File: config.mk
export PLATFORM = sky130hd
export DESIGN_NAME = input_sram_loader
export DESIGN_NICKNAME = d
export VERILOG_FILES = /design/src/rtl/ece564_pkg.sv /design/src/rtl/input_sram_loader_busy_watchdog.sv /design/src/rtl/input_sram_loader.sv
export SDC_FILE = /design/constraint.sdc
export NUM_CORES = 1
export LEC_CHECK = 0
export CAP_MARGIN = 20
export CORE_MARGIN = 4
export CORE_UTILIZATION = 30
export CTS_CLUSTER_SIZE = 12
export DETAILED_ROUTE_END_ITERATION = 10
export SYNTH_ARGS = -nofsm -noshare
export SYNTH_HDL_FRONTEND = slang
export SYNTH_SLANG_ARGS = --single-unit
File: constraint.sdc
create_clock -name clk -period 3.52 [get_ports clk]
set_input_delay 0.528 -clock clk [delete_from_list [all_inputs] [get_ports clk]]
set_output_delay 0.528 -clock clk [all_outputs]
set_load 0.05 [all_outputs]
File: src/rtl/ece564_pkg.sv
// Shared constants and the loader state type for the input SRAM loader.
package ece564_pkg;

   localparam int DATA_W = 16;
   localparam int ADDR_W = 12;
   localparam logic [DATA_W-1:0] END_WORD = 16'h00FF;

   typedef enum logic [2:0] {
      ST_IDLE    = 3'd0,
      ST_LOAD    = 3'd1,
      ST_TERM    = 3'd2,
      ST_RUN     = 3'd3,
      ST_WAIT_HI = 3'd4,
      ST_WAIT_LO = 3'd5,
      ST_DONE    = 3'd6
   } loader_state_t;

endpackage

File: src/rtl/input_sram_loader_busy_watchdog.sv
// busy_watchdog: counts enabled cycles and flags expiry in the cycle that
// would be the TIMEOUT_CYCLES-th enabled cycle. Only instantiated when the
// loader is built with LOADER_TIMEOUT_EN.
module busy_watchdog #(
   parameter int TIMEOUT_CYCLES = 4095
) (
   input  logic clk,
   input  logic reset_b,
   input  logic enable,
   input  logic clear,
   output logic expired
);

   localparam int CNT_W = $clog2(TIMEOUT_CYCLES + 1);
   localparam logic [CNT_W-1:0] CNT_LAST = CNT_W'(TIMEOUT_CYCLES - 1);

   logic [CNT_W-1:0] count_reg;

   // Expiry is combinational so the FSM can leave the wait state on that same edge.
   assign expired = enable && (count_reg == CNT_LAST);

   // Cycle counter: cleared outside the wait window, frozen once expired.
   always_ff @(posedge clk) begin
      if (reset_b || clear) begin
         count_reg <= '0;
      end else if (enable && !expired) begin
         count_reg <= count_reg + 1'b1;
      end
   end

endmodule

File: src/rtl/input_sram_loader.sv
// input_sram_loader: streams host words into the input SRAM, appends a
// terminator word, kicks the DUT and waits for its busy flag to cycle.
// Optional watchdog on the busy wait is enabled by defining LOADER_TIMEOUT_EN.
// Note: reset_b is an active-high synchronous reset despite its name.
module input_sram_loader #(
   parameter logic [ece564_pkg::DATA_W-1:0] END_WORD = ece564_pkg::END_WORD,
   parameter int ADDR_W         = ece564_pkg::ADDR_W,
   parameter int TIMEOUT_CYCLES = 4095
) (
   input  logic                          clk,
   input  logic                          reset_b,
   input  logic                          s_valid,
   output logic                          s_ready,
   input  logic [ece564_pkg::DATA_W-1:0] s_data,
   input  logic                          s_last,
   output logic [ADDR_W-1:0]             ldr_sram_write_address,
   output logic [ece564_pkg::DATA_W-1:0] ldr_sram_write_data,
   output logic                          ldr_sram_write_enable,
   output logic                          dut_run,
   input  logic                          dut_busy,
   output logic                          job_done,
   output logic                          err_overflow,
   output logic                          err_end_word,
   output logic                          err_timeout,
   output logic [ADDR_W-1:0]             word_count
);

   import ece564_pkg::*;

   // The top address is kept free so the terminator always fits.
   localparam logic [ADDR_W-1:0] ADDR_LAST = '1;

   loader_state_t state_reg, state_next;

   logic [ADDR_W-1:0] addr_reg, addr_next;
   logic [ADDR_W-1:0] count_reg, count_next;
   logic [ADDR_W-1:0] base_addr, base_count;
   logic              err_overflow_reg, err_overflow_next;
   logic              err_end_word_reg, err_end_word_next;
   logic              base_overflow, base_end_word;

   logic accepting, handshake, job_start;
   logic is_end_word, at_limit, word_write;
   logic in_wait, wd_expired;

   assign accepting   = (state_reg == ST_IDLE) || (state_reg == ST_LOAD);
   assign handshake   = s_valid && accepting;
   assign job_start   = handshake && (state_reg == ST_IDLE);
   assign in_wait     = (state_reg == ST_WAIT_HI) || (state_reg == ST_WAIT_LO);

   // A new job restarts address, count and sticky errors before its first word.
   assign base_addr     = job_start ? '0 : addr_reg;
   assign base_count    = job_start ? '0 : count_reg;
   assign base_overflow = job_start ? 1'b0 : err_overflow_reg;
   assign base_end_word = job_start ? 1'b0 : err_end_word_reg;

   assign is_end_word = (s_data == END_WORD);
   assign at_limit    = (base_addr == ADDR_LAST);
   assign word_write  = handshake && !is_end_word && !at_limit;

`ifdef LOADER_TIMEOUT_EN
   logic err_timeout_reg;

   busy_watchdog #(
      .TIMEOUT_CYCLES (TIMEOUT_CYCLES)
   ) u_watchdog (
      .clk     (clk),
      .reset_b (reset_b),
      .enable  (in_wait),
      .clear   (!in_wait),
      .expired (wd_expired)
   );

   // Sticky timeout flag, cleared with the other errors on a new job.
   always_ff @(posedge clk) begin
      if (reset_b) begin
         err_timeout_reg <= 1'b0;
      end else if (job_start) begin
         err_timeout_reg <= 1'b0;
      end else if (wd_expired) begin
         err_timeout_reg <= 1'b1;
      end
   end

   assign err_timeout = err_timeout_reg;
`else
   assign wd_expired  = 1'b0;
   assign err_timeout = 1'b0;
`endif

   // State register.
   always_ff @(posedge clk) begin
      if (reset_b) begin
         state_reg <= ST_IDLE;
      end else begin
         state_reg <= state_next;
      end
   end

   // Next-state logic.
   always_comb begin
      state_next = state_reg;
      case (state_reg)
         ST_IDLE: begin
            if (handshake) state_next = s_last ? ST_TERM : ST_LOAD;
         end
         ST_LOAD: begin
            if (handshake && s_last) state_next = ST_TERM;
         end
         ST_TERM:    state_next = ST_RUN;
         ST_RUN:     state_next = ST_WAIT_HI;
         ST_WAIT_HI: begin
            if (wd_expired)    state_next = ST_DONE;
            else if (dut_busy) state_next = ST_WAIT_LO;
         end
         ST_WAIT_LO: begin
            if (wd_expired || !dut_busy) state_next = ST_DONE;
         end
         ST_DONE:    state_next = ST_IDLE;
         default:    state_next = ST_IDLE;
      endcase
   end

   // Outputs; pulses and write strobe are masked while reset is asserted.
   always_comb begin
      s_ready                = accepting || reset_b;
      ldr_sram_write_enable  = !reset_b && (word_write || (state_reg == ST_TERM));
      ldr_sram_write_address = base_addr;
      ldr_sram_write_data    = '0;
      if (state_reg == ST_TERM) begin
         ldr_sram_write_data = END_WORD;
      end else if (word_write) begin
         ldr_sram_write_data = s_data;
      end
      dut_run      = !reset_b && (state_reg == ST_RUN);
      job_done     = !reset_b && (state_reg == ST_DONE);
      err_overflow = err_overflow_reg;
      err_end_word = err_end_word_reg;
      word_count   = count_reg;
   end

   // Datapath next values: address, accepted-word count and sticky errors.
   always_comb begin
      addr_next         = base_addr;
      count_next        = base_count;
      err_overflow_next = base_overflow;
      err_end_word_next = base_end_word;
      if (handshake) begin
         count_next = base_count + 1'b1;
         if (is_end_word) begin
            err_end_word_next = 1'b1;
         end else if (at_limit) begin
            err_overflow_next = 1'b1;
         end else begin
            addr_next = base_addr + 1'b1;
         end
      end
      // Leave the next job a clean address; the count stays visible until then.
      if (state_reg == ST_DONE) begin
         addr_next = '0;
      end
   end

   // Datapath registers.
   always_ff @(posedge clk) begin
      if (reset_b) begin
         addr_reg         <= '0;
         count_reg        <= '0;
         err_overflow_reg <= 1'b0;
         err_end_word_reg <= 1'b0;
      end else begin
         addr_reg         <= addr_next;
         count_reg        <= count_next;
         err_overflow_reg <= err_overflow_next;
         err_end_word_reg <= err_end_word_next;
      end
   end

endmodule

* Yosys cells after proc, flatten, opt, wreduce, memory -nomap -nowiden
Index checks and enable logic that the tools add are counted.
** Storage, ports and cells
- Output and inout bits :: 47
- Bits of input ports :: 21
- Register bits after elaboration :: 29
- Logic and storage cells :: 57
** Operators by class
- Reduce and logical (&&, ||, !) cells :: 17
- $add $sub $neg :: 2
- Eq/ne operators :: 12
- Muxes and demuxes :: 21
** Operators by type and width (number)
- 2-to-1 mux 12 bit :: 6
- 2-to-1 mux 16 bit :: 2
- adder 12 x 1 -> 12 bit, second input constant :: 2
- one-hot mux 3 bit (6 select lines) :: 1
- == test 16 x 8 -> 1 bit, second input constant :: 1
- == test 12 bit, second input constant :: 1
- 2-to-1 mux 3 bit :: 4
- == test 3 bit, second input constant :: 3
- logical AND 1 bit :: 8
- 2-to-1 mux 1 bit :: 7
- == test 3 x 2 -> 1 bit, second input constant :: 2
- != test 2 bit, second input constant :: 3
- AND reduction 4 bit :: 1
- == test 3 x 1 -> 1 bit, second input constant :: 1
- zero test 1 bit :: 3
- zero test 3 bit :: 1
- logical OR 1 bit :: 3
- 2-to-1 mux 2 bit :: 1
- != test 2 x 1 -> 1 bit, second input constant :: 1
- OR reduction 2 bit :: 1

* Longest topological paths before layout
- Word-level depth :: 10
- Mapped depth :: 10
- Mapped depth without buffers :: 7

* Worst setup path after synthesis
No wires, ideal clock.
- Path type :: in2out
- From :: input s_valid
- To :: output ldr_sram_write_enable
- Path buffers :: 2
- Data required time :: 2.992 ns
- Stages :: 9
- Path slack :: 0.233 ns
- Arrival :: 2.759 ns
- Cells stage by stage :: or4b_4 buf_6 and2_1 ha_1 nand4_1 nor4_1 nor2_1 buf_2 o21ba_1
** On the way
- Longest elaborated chain between the ends :: 8
- Elaborated cells between the ends (all ways) :: 9
- Those cells by class :: eq/ne (1); mux (1); reduce/logical (7)
** Ends and longest elaborated chain
- from (decl) :: line input_sram_loader.sv:12 : input logic s_valid,
- logical AND 1 bit :: line input_sram_loader.sv:47 : assign handshake = s_valid && accepting;
- logical AND 1 bit :: line input_sram_loader.sv:48 : assign job_start = handshake && (state_reg == ST_IDLE);
- 2-to-1 mux 12 bit :: line input_sram_loader.sv:52 : assign base_addr = job_start ? '0 : addr_reg;
- named net ldr_sram_write_address[1] :: line input_sram_loader.sv:16 : output logic [ADDR_W-1:0] ldr_sram_write_address,
- == test 12 bit :: line input_sram_loader.sv:58 : assign at_limit = (base_addr == ADDR_LAST);
- zero test 1 bit :: line input_sram_loader.sv:59 : assign word_write = handshake && !is_end_word && !at_limit;
- logical AND 1 bit :: line input_sram_loader.sv:59
- logical OR 1 bit :: line input_sram_loader.sv:127 : ldr_sram_write_enable = !reset_b && (word_write || (state_reg == ST_TERM));
- logical AND 1 bit :: line input_sram_loader.sv:127
- to (decl) :: line input_sram_loader.sv:18 : output logic ldr_sram_write_enable,
The timed path passes the listed nets, and every way through them passes these cells.

* Worst setup path in the final report
- From :: input s_valid
- To :: output ldr_sram_write_data[12] (netlist name)
** On the way
- Longest elaborated chain between the ends :: 8
- Elaborated cells between the ends (all ways) :: 9
- Those cells by class :: eq/ne (1); mux (3); reduce/logical (5)
** Ends and longest elaborated chain
- logical AND 1 bit * :: line input_sram_loader.sv:47
- logical AND 1 bit :: line input_sram_loader.sv:48
- 2-to-1 mux 12 bit :: line input_sram_loader.sv:52
- == test 12 bit :: line input_sram_loader.sv:58
- zero test 1 bit :: line input_sram_loader.sv:59
- logical AND 1 bit * :: line input_sram_loader.sv:59
- 2-to-1 mux 16 bit * :: line input_sram_loader.sv:132 : end else if (word_write) begin
- 2-to-1 mux 16 bit * :: line input_sram_loader.sv:130 : if (state_reg == ST_TERM) begin
- to (decl) :: line input_sram_loader.sv:17 : output logic [ece564_pkg::DATA_W-1:0] ldr_sram_write_data,
Mark *: on every way between the ends. The rest lies on a longest branch, timed or not.

==> metrics.cfg <==
[synthesis]
synth-seq-cells=29
synth_fp_nets=260
yosys_warnings=0
synthArstFlopShare_pct=0
synth_edf_count=0
syn_inst=237
yosys.cell_types.count=61
synth-seq-area-share_pct=30.31
syn_area_um2=1916
postSynthAreaPerCell_um2=8.083
synthFlopType=dfxtp_1

[timing]
drv_slew=0
fmax_mhz=303.3
slew_headroom_pct=54.03
post-route-period-util_pct=93.68
setup_viol=0
rsz0062_at_grt=no
finalHoldViolCount=0
tightest_slew_ps=687.0
clock_skew_ps=7.453
tns_ps=0
final.min_clock_period_ps=3297

[worst_setup_path]
path_cells=clkdlybuf4s50_1 > or4b_4 > and2_1 > ha_1 > nand4_1 > or4_1 > and3_1 > buf_12
path_max_fanout=10
cp.arrival_ps=2770
cp.required_ps=2990
setup.worst_path.class=in2out
path_buf_inv=2
crit_family=simple AND/OR/NAND/NOR gates
startpoint_type=input port
crit_slowest_cell=or4_1
reg2reg_from=state_reg[0]
cp_slowest_stage_delay_ps=660
r2r-end=addr_reg[10]
ff2ff_setup_slack_ps=1010
r2r_cells=8
endpoint_kind=primary output
startpoint=s_valid

[global_routing]
met2_usage_pct=23.90
grt_antenna_before_repair=0
grtUsageMet1_pct=19.30
grt_overflow=0
grt_start_max_net_pins=19
grt_first_pass_wirelength_um=8976
grt_pass1_vias=1820
busiest_layer=met2
met3_usage_pct=3.951
grt.total_usage_pct=14.74

[cts]
hold_buffers=0
cts_resized=0
tritoncts=yes
clk_path_buf_depth=2
cts_max_level=2
cts_buffers=5
cts_root_buffer=clkbuf_8
post_cts_buffers=0
clock-sinks=29
clk_pin_slew_worst_paths_ps=60
clock_latency_ps=280

[power_and_ir_drop]
max-vdd-ir-drop_v=0.0002120
power.density_nw_per_um2=318.7
p_leak_nw=1.108
p_total_uw=894.5

[cells_and_area]
final_util_pct=46.30
final_layout_size_suffix_gt1_share_pct=15.96
diodes=0
num-nets-final=329
areaGrowthSynthToFinish_pct=46.51
final_area_um2=2806
mostFrequentLayoutCell=clkdlybuf4s50_1
mostFrequentLayoutCells=clkdlybuf4s50_1, dfxtp_1, nand2_1, buf_4, nor2_1

[floorplan]
initial_utilization_pct=31.61
die_h_um=87.91
ioPinCount=68
placeableCoreArea_um2=6061
rows=28
die_width_um=87.91
dieArea_um2=7728

[worst_hold_path]
hold_start=err_overflow
worstHoldPathCells=2
worstHoldPathType=reg2reg
min_to=err_overflow

[route]
vias=1979
drt-initial-drc-count=106
wl_per_cell_um=14.59
ant_nets=0
drt-vias-per-instance=5.181
wl_um=5572
dr.pass1.iters=4
drc=0

[place]
place.gp.congestion=0.7920
dp_hpwl_um=4262
dpl_cell_area_um2=2724
numPortBuffers=66

[flow_run]
max_cap_violations=0

[outcome]
status=finished clean

[worst max-delay path by stage]
stage                                         end  cells after the start
after detailed placement   ldr_sram_write_data[9]                      8
after CTS                  ldr_sram_write_data[9]                      8
after floorplan             ldr_sram_write_enable                      9
after global routing      ldr_sram_write_data[14]                      8
final                     ldr_sram_write_data[12]                      8
after global placement      ldr_sram_write_enable                     10
[report_power, final]
part | internal (mW) | switching (mW) | leakage, nW
combinational | 0.116 | 0.172 | 0.828
clock | 0.137 | 0.126 | 0.0450
sequential | 0.335 | 0.00884 | 0.235
total | 0.588 | 0.307 | 1.11
[routing by layer]
layer | wire, um | share of wire, % | vias to the layer above
met5 | 0 | 0 | -
met4 | 48 | 0.86 | 0
met3 | 276 | 5.0 | 5
met2 | 2717 | 49 | 49
met1 | 2530 | 45 | 919
li1 | - | - | 1006
[cell families (layout without fill, tap and decap cells)]
kind of cell / count (synthesis) / after routing / synth area share [%]
AO/OA/AOI/OAI: 48 / 48 / 18.29
adder cells (fa/ha/maj): 2 / 2 / 1.306
other: 1 / 1 / 0.1958
flip-flops: 29 / 29 / 30.31
buffers and inverters: 25 / 95 / 6.465
XOR/XNOR: 5 / 5 / 2.287
AND/OR/NAND/NOR: 121 / 121 / 37.95
multiplexers: 6 / 6 / 3.201
[stage by stage]
stage               instances  hold slack (ps)  worst slack (ps)
CTS                       382            478.9             211.5
floorplan                 237            484.2             233.2
global placement          374            464.6             259.4
global route              382            502.6             74.82
finish                    382            481.2             222.5
detailed placement        374            458.5             210.1
[cell usage after synthesis (all sizes together), types with 7 or more instances]
cell	instances	area, um2
dfxtp	29	580.6
nand2	24	92.59
nor2	17	63.81
a21oi	12	60.06
and2	11	73.82
buf	11	71.31
nand4	11	68.82
inv	10	37.53
and3	9	56.30
o21ai	9	45.04
a21o	8	60.06
nand3	8	40.04
nor4	8	56.30
or3	7	43.79
[cell type report]
cell class | count | area [um2]
well taps | 75 | 93.84
multi-input cells | 183 | 1211
inverters | 10 | 37.54
flip-flops and latches | 29 | 580.6
fillers | 610 | 3254
clock inverters | 2 | 10.01
clock buffers | 6 | 72.57
repair buffers | 77 | 800.8
[worst register-to-register path, delay by kind of cell, from the launching register on]
kind                       cells  cell delay, ps
and+or+nand+nor                5            1500
DFF                            1             400
buffers and inverters          1             220
AOI/OAI and AO/OA              1             140
adders and majority gates      1             190
Power figures use the tool's default switching activity.
